$ cat src/rtl/reaction_ctrl_if.sv
// Handshake bundle between the reaction-timer controller and its surroundings
// (buttons, random delay generator, LED, 7-seg display mux).
// Handshake semantics: every input is a single-cycle pulse (no valid/ready
// back-pressure); the controller samples each on a rising clk edge and may
// ignore it depending on state. delay_start is a single-cycle registered
// pulse. All other outputs are registered levels.
interface reaction_ctrl_if;
  logic       clear;
  logic       start_btn;
  logic       stop_btn;
  logic       delay_complete;
  logic       delay_start;
  logic       led;
  logic [3:0] bcd3;
  logic [3:0] bcd2;
  logic [3:0] bcd1;
  logic [3:0] bcd0;
  logic       cheat;
  logic       timeout;
  logic [1:0] dbg_state;

  // Environment side: drives the button and delay pulses.
  modport master (
    output clear, start_btn, stop_btn, delay_complete,
    input  delay_start, led, bcd3, bcd2, bcd1, bcd0, cheat, timeout, dbg_state
  );

  // Controller side.
  modport slave (
    input  clear, start_btn, stop_btn, delay_complete,
    output delay_start, led, bcd3, bcd2, bcd1, bcd0, cheat, timeout, dbg_state
  );
endinterface

$ cat src/rtl/reaction_ctrl.sv
// Reaction-timer control FSMD: kicks the random delay generator, lights the
// stimulus LED once the delay elapses, counts reaction time in ms as 4 BCD
// digits, and flags early stops (cheat) and no-stop (timeout).
module reaction_ctrl #(
  parameter int CLK_PER_MS = 100000,
  parameter int MAX_MS     = 1000
) (
  input  logic              clk,
  input  logic              reset,
  reaction_ctrl_if.slave    bus
);

  typedef enum logic [1:0] {
    S_IDLE    = 2'd0,
    S_WAIT    = 2'd1,
    S_MEASURE = 2'd2,
    S_DONE    = 2'd3
  } state_t;

  localparam int PW = (CLK_PER_MS > 1) ? $clog2(CLK_PER_MS) : 1;

  // Timeout value in BCD so it can be compared directly against the digits.
  localparam logic [15:0] MAX_BCD = {4'((MAX_MS / 1000) % 10),
                                     4'((MAX_MS / 100) % 10),
                                     4'((MAX_MS / 10) % 10),
                                     4'(MAX_MS % 10)};

  localparam logic [PW-1:0] PRESC_LAST = PW'(CLK_PER_MS - 1);

  state_t        state_q, state_d;
  logic [PW-1:0] presc_q, presc_d;
  logic [15:0]   bcd_q, bcd_d;
  logic          cheat_q, cheat_d;
  logic          timeout_q, timeout_d;
  logic          led_q, led_d;
  logic          delay_start_q, delay_start_d;

  logic          ms_tick;
  logic [15:0]   bcd_inc;
  logic          inc_is_max;

  // Decimal increment with carry across the four digits.
  function automatic logic [15:0] bcd_add1(input logic [15:0] v);
    logic [15:0] r;
    logic        carry;
    r     = v;
    carry = 1'b1;
    for (int i = 0; i < 4; i++) begin
      if (carry) begin
        if (r[i*4 +: 4] == 4'd9) begin
          r[i*4 +: 4] = 4'd0;
        end else begin
          r[i*4 +: 4] = r[i*4 +: 4] + 4'd1;
          carry       = 1'b0;
        end
      end
    end
    return r;
  endfunction

  assign ms_tick    = (presc_q == PRESC_LAST);
  assign bcd_inc    = bcd_add1(bcd_q);
  assign inc_is_max = (bcd_inc == MAX_BCD);

  // Register all state and datapath values; reset aborts any trial at once.
  always_ff @(posedge clk or posedge reset) begin
    if (reset) begin
      state_q       <= S_IDLE;
      presc_q       <= '0;
      bcd_q         <= '0;
      cheat_q       <= 1'b0;
      timeout_q     <= 1'b0;
      led_q         <= 1'b0;
      delay_start_q <= 1'b0;
    end else begin
      state_q       <= state_d;
      presc_q       <= presc_d;
      bcd_q         <= bcd_d;
      cheat_q       <= cheat_d;
      timeout_q     <= timeout_d;
      led_q         <= led_d;
      delay_start_q <= delay_start_d;
    end
  end

  // Next-state and next-datapath logic; clear overrides every other input.
  always_comb begin
    state_d       = state_q;
    presc_d       = presc_q;
    bcd_d         = bcd_q;
    cheat_d       = cheat_q;
    timeout_d     = timeout_q;
    delay_start_d = 1'b0;

    if (bus.clear) begin
      state_d   = S_IDLE;
      presc_d   = '0;
      bcd_d     = '0;
      cheat_d   = 1'b0;
      timeout_d = 1'b0;
    end else begin
      case (state_q)
        S_IDLE: begin
          if (bus.start_btn) begin
            delay_start_d = 1'b1;
            bcd_d         = '0;
            cheat_d       = 1'b0;
            timeout_d     = 1'b0;
            state_d       = S_WAIT;
          end
        end
        S_WAIT: begin
          // A stop before the stimulus is a cheat, even alongside delay_complete.
          if (bus.stop_btn) begin
            bcd_d   = 16'h9999;
            cheat_d = 1'b1;
            state_d = S_DONE;
          end else if (bus.delay_complete) begin
            presc_d = '0;
            bcd_d   = '0;
            state_d = S_MEASURE;
          end
        end
        S_MEASURE: begin
          // Reaching the limit wins over a simultaneous stop; otherwise a stop
          // freezes the count and the coincident tick is discarded.
          if (ms_tick && inc_is_max) begin
            bcd_d     = bcd_inc;
            timeout_d = 1'b1;
            state_d   = S_DONE;
          end else if (bus.stop_btn) begin
            state_d = S_DONE;
          end else if (ms_tick) begin
            presc_d = '0;
            bcd_d   = bcd_inc;
          end else begin
            presc_d = presc_q + PW'(1);
          end
        end
        S_DONE: begin
          state_d = S_DONE;
        end
        default: begin
          state_d = S_IDLE;
        end
      endcase
    end

    led_d = (state_d == S_MEASURE);
  end

  assign bus.delay_start = delay_start_q;
  assign bus.led         = led_q;
  assign bus.bcd3        = bcd_q[15:12];
  assign bus.bcd2        = bcd_q[11:8];
  assign bus.bcd1        = bcd_q[7:4];
  assign bus.bcd0        = bcd_q[3:0];
  assign bus.cheat       = cheat_q;
  assign bus.timeout     = timeout_q;
  assign bus.dbg_state   = state_q;

endmodule

$ cat src/flat_wrapper.sv
// flat-port wrapper written by rule: the top's interface ports become plain ports
module reaction_ctrl_flat 
#(
  parameter int CLK_PER_MS = 100000,
  parameter int MAX_MS     = 1000
)
  (clk, reset, bus_clear, bus_start_btn, bus_stop_btn, bus_delay_complete, bus_delay_start, bus_led, bus_bcd3, bus_bcd2, bus_bcd1, bus_bcd0, bus_cheat, bus_timeout, bus_dbg_state);
  reaction_ctrl_if bus_i ();
  input  logic clk;
  input  logic reset;
  input wire logic [$bits(bus_i.clear)-1:0] bus_clear;
  input wire logic [$bits(bus_i.start_btn)-1:0] bus_start_btn;
  input wire logic [$bits(bus_i.stop_btn)-1:0] bus_stop_btn;
  input wire logic [$bits(bus_i.delay_complete)-1:0] bus_delay_complete;
  output wire logic [$bits(bus_i.delay_start)-1:0] bus_delay_start;
  output wire logic [$bits(bus_i.led)-1:0] bus_led;
  output wire logic [$bits(bus_i.bcd3)-1:0] bus_bcd3;
  output wire logic [$bits(bus_i.bcd2)-1:0] bus_bcd2;
  output wire logic [$bits(bus_i.bcd1)-1:0] bus_bcd1;
  output wire logic [$bits(bus_i.bcd0)-1:0] bus_bcd0;
  output wire logic [$bits(bus_i.cheat)-1:0] bus_cheat;
  output wire logic [$bits(bus_i.timeout)-1:0] bus_timeout;
  output wire logic [$bits(bus_i.dbg_state)-1:0] bus_dbg_state;
  assign bus_i.clear = bus_clear;
  assign bus_i.start_btn = bus_start_btn;
  assign bus_i.stop_btn = bus_stop_btn;
  assign bus_i.delay_complete = bus_delay_complete;
  assign bus_delay_start = bus_i.delay_start;
  assign bus_led = bus_i.led;
  assign bus_bcd3 = bus_i.bcd3;
  assign bus_bcd2 = bus_i.bcd2;
  assign bus_bcd1 = bus_i.bcd1;
  assign bus_bcd0 = bus_i.bcd0;
  assign bus_cheat = bus_i.cheat;
  assign bus_timeout = bus_i.timeout;
  assign bus_dbg_state = bus_i.dbg_state;
  reaction_ctrl #(.CLK_PER_MS(CLK_PER_MS), .MAX_MS(MAX_MS)) u_core (.clk(clk), .reset(reset), .bus(bus_i));
endmodule
$ cat config.mk
export PLATFORM = sky130hd
export DESIGN_NAME = reaction_ctrl_flat
export DESIGN_NICKNAME = d
export VERILOG_FILES = /design/src/rtl/reaction_ctrl_if.sv /design/src/rtl/reaction_ctrl.sv /design/src/flat_wrapper.sv
export SDC_FILE = /design/constraint.sdc
export NUM_CORES = 1
export LEC_CHECK = 0
export CAP_MARGIN = 25
export CORE_ASPECT_RATIO = 0.7
export CORE_MARGIN = 5
export CORE_UTILIZATION = 32
export CTS_BUF_LIST = sky130_fd_sc_hd__clkbuf_8
export DETAILED_ROUTE_END_ITERATION = 8
export GPL_TIMING_DRIVEN = 1
export SLEW_MARGIN = 20
export SYNTH_ARGS = -nofsm -noshare
export SYNTH_HDL_FRONTEND = slang
export SYNTH_SLANG_ARGS = --single-unit
$ cat constraint.sdc
create_clock -name clk -period 3.33 [get_ports clk]
set_input_delay 0.666 -clock clk [delete_from_list [all_inputs] [get_ports clk]]
set_output_delay 0.666 -clock clk [all_outputs]
set_load 0.01 [all_outputs]
==> impl_results.md <==
- Max Freq: 0.340 GHz
- CTS tree: done
- Critical path's largest stage delay: 0.54 ns
- Crit Path Max Fanout: 9
- Core Util, Final: 38.5%
- Largest net degree at the start of global routing: 40
- Max-cap viol count: 0
- Post-CTS Setup Bufs: 0
- Detailed-route via count: 2500
- Insertion delay to the later sink of the worst-skew pair: 0.30 ns
- Drt wl/cell: 16.3 um
- CTS hold repair buffers: 0
- HPWL Detailed: 5000 um
- CP arrival: roughly 3.1 ns
- Ant diodes: 0
- Post-synth EDFFs: 0
- Clk root buf: clkbuf_8
- Seq/Total Area, Yosys: 36.8%
- Gp weighted congestion: 0.841
- IO Count: 28
- Starting Density: approximately a third
- Syn. warnings: 0
- Final antenna-violating net count: 0
- Initial antenna violation count: 0
- RSZ-0062 raised after global routing: false
- Crit path buf inv count: 0
- Die width: 119 um
- First-pass GRT wire length: between 10000 and 15000 um
- Post-CTS sizing: 0
- Placement Cell Area: 2980 um2
- Min Tclk post-route: between 2 and 3 ns
- Syn-to-layout area delta: 15.5%
- Cell Area, Synth: 2660 um2
- Library cells used by synthesis: 57
- Worst setup margin: 0.388 ns
- I/O Buffers: 27
- Filler cells: 800
- Reg2reg path depth: 7
- Asr flop ratio synth: 100%
- Final setup fails: 0
- Worst-path cell chain: and4bb_1 -> nand4_4 -> nor2_1 -> mux2i_1 -> a31oi_1 -> or3_1 -> o41ai_4
- Final Cell Area: about 3100 um2
- Place WS: roughly 0.46 ns
- Clock Path Buffers: 2
- DRC: 0
- Pleak: approximately 1.2 nW
- Hold crit path type: reg2reg
- Reg clk slew, reported paths: approximately 0.090 ns
- Setup crit start kind: register
- Avg Inst Size Synth: about 8.5 um2
- Final Cycle Share: 88.4%
- Ys flop type: dfrtp_1
- Die H: ~86 um
- Pwr/cell area: 509 nW/um2
- Final Max Slew Viols: 0
- Cell depth of the worst setup path: 7
- Setup Total Neg Slack: 0 ns
- Critical path type: reg2reg
- Final WL: 7100 um
- Vias per cell: 5.75
- Synthesized Nets: 323
- Worst setup EP type: register
- Share of layout cells above drive strength 1: 5.99%
- Final hold viol count: 0
- Max_slew headroom: 54.3%
- Worst hold path depth: 1
- Kind of cell adding the most delay to the critical path: simple AND/OR/NAND/NOR gates
- Row Count: 27
- IR drop worst, VDD: around 0.0005 V
- Initial DRT Pass Iterations: 5
- H-tree levels: 2
- Fin nets: 344
- Worst Path Required: 3.53 ns
- Total GRT Usage: approximately 14%
- Number of global-route vias before repair: 2155
- GR Overflow Total: 0
- Final Skew: ~0.011 ns
- Core ar.: around 8000 um2
- Clk sink count: 39
- Total CTS buffers: 5
- Syn Inst Count: 312
- Register bit total from synthesis: 39
- Die area: slightly above 10000 um2
- Iter 0 DRT Violations: around 220
- Slew @ Worst Pin: 0.677 ns
- CP max stage cell: and4bb_1
- Status: finished clean
## power by group
group	internal, mW	switching, mW	total, mW
Combinational	0.258	0.407	0.665
Clock	0.144	0.179	0.323
Sequential	0.512	0.0610	0.573
Total	0.914	0.646	1.56
## registers in the layout, indices dropped and copies added, names as in the netlist
| signal | flops |
|---|---|
| u_core.bus.delay_start | 1 |
| u_core.presc_q | 17 |
| u_core.bus.timeout | 1 |
| u_core.bus.dbg_state | 2 |
| u_core.bus.led | 1 |
| u_core.bus.cheat | 1 |
| u_core.bcd_q | 16 |
## cell families (layout without fill, tap and decap cells)
family / Yosys count / in the layout / synth area share, %
fa+ha+maj: 5 / 5 / 2.36
simple gates: 123 / 123 / 25.3
flops: 39 / 39 / 36.8
buf+inv: 31 / 53 / 6.03
mux: 6 / 6 / 2.40
xor+xnor: 2 / 2 / 0.660
compound gates: 106 / 106 / 26.5
## area by class of cell
type                            count  area [um2]  area share (%)
Inverter                           12        45.0            1.47
Clock inverter                      3        16.3           0.530
Sequential cell                    39         976            31.8
Timing Repair Buffer               33         315            10.3
Clock buffer                        5        68.8            2.24
Tap cell                          101         126            4.12
Multi-Input combinational cell    242        1520            49.5
## per-stage QoR
step           hold WS (ns)  total power [mW]  instances
2_1_floorplan         0.454              1.01        312
3_3_place_gp          0.496              1.23        427
3_5_place_dp          0.499              1.23        427
4_1_cts               0.511              1.56        435
5_1_grt               0.535              1.67        435
6_report              0.516              1.56        435
## synthesized netlist by cell type, types with 2 or more instances
cell      number  area share, %
o22ai_1        3           0.71
nor2_1        25            3.5
o211ai_1       6            1.7
o221ai_1       2           0.66
a22oi_1        2           0.57
nand2b_1       2           0.47
o31a_1         3           0.99
or3_1          3           0.71
nor4bb_1       3            1.1
nand4_1        5            1.2
buf_2          4           0.75
nor3b_1        3           0.85
o311ai_0       2           0.66
nand3_1       14            2.6
ha_1           5            2.4
nand2_1       32            4.5
dfrtp_1       39             37
inv_1         12            1.7
and2_1         2           0.47
and3b_1        2           0.66
o31ai_1       14            4.0
xnor2_1        2           0.66
clkbuf_1       9            1.3
nor4b_1        2           0.66
a31oi_1        5            1.2
nor3_1         5           0.94
o41ai_1        2           0.66
nor4_1         3           0.71
nor2b_1        6            1.4
buf_6          5            2.1
and3_1         8            1.9
and4_1         2           0.66
mux2_1         3            1.3
a21oi_1       14            2.6
o21ai_0       19            3.6
o21ai_1       21            4.0
mux2i_1        3            1.1
## path summary, 6_finish.rpt
path	startpoint	end	slack, ns
max	u_core.bcd_q[2]	u_core.bcd_q[5]	0.39
min	u_core.presc_q[16]	u_core.presc_q[16]	0.52
max reg2reg	u_core.bcd_q[2]	u_core.bcd_q[5]	0.39
min reg2reg	u_core.presc_q[16]	u_core.presc_q[16]	0.52
max in group asynchronous	reset	u_core.bus.dbg_state[0]	2.17
min in group asynchronous	reset	u_core.presc_q[9]	0.80
## worst register-to-register path: stages, from the launching register on
cell	delay [ns]
dfrtp_1	0.48
and4bb_1	0.54
nand4_4	0.19
nor2_1	0.28
mux2i_1	0.29
a31oi_1	0.20
or3_1	0.54
o41ai_4	0.33
## routing by layer
metal,up-vias,GRT usage [%],wire (um)
met5,-,0,0
met4,0,4.31,72
met3,6,2.74,437
met2,81,16.8,2650
met1,1205,23.3,3940
li1,1208,-,-
## cells in the final DEF (no fill, tap or decap), types with 6 or more instances in the layout
cell,Yosys,final
nand2_1,32,32
o31ai_1,14,14
o21ai_1,21,21
a21oi_1,14,14
o211ai_1,6,6
nor2b_1,6,6
inv_1,12,13
o21ai_0,19,19
clkdlybuf4s50_1,0,27
and3_1,8,8
nor2_1,25,25
buf_4,0,6
nand3_1,14,14
dfrtp_1,39,39
Note: power is estimated with default switching activity, not from simulation.
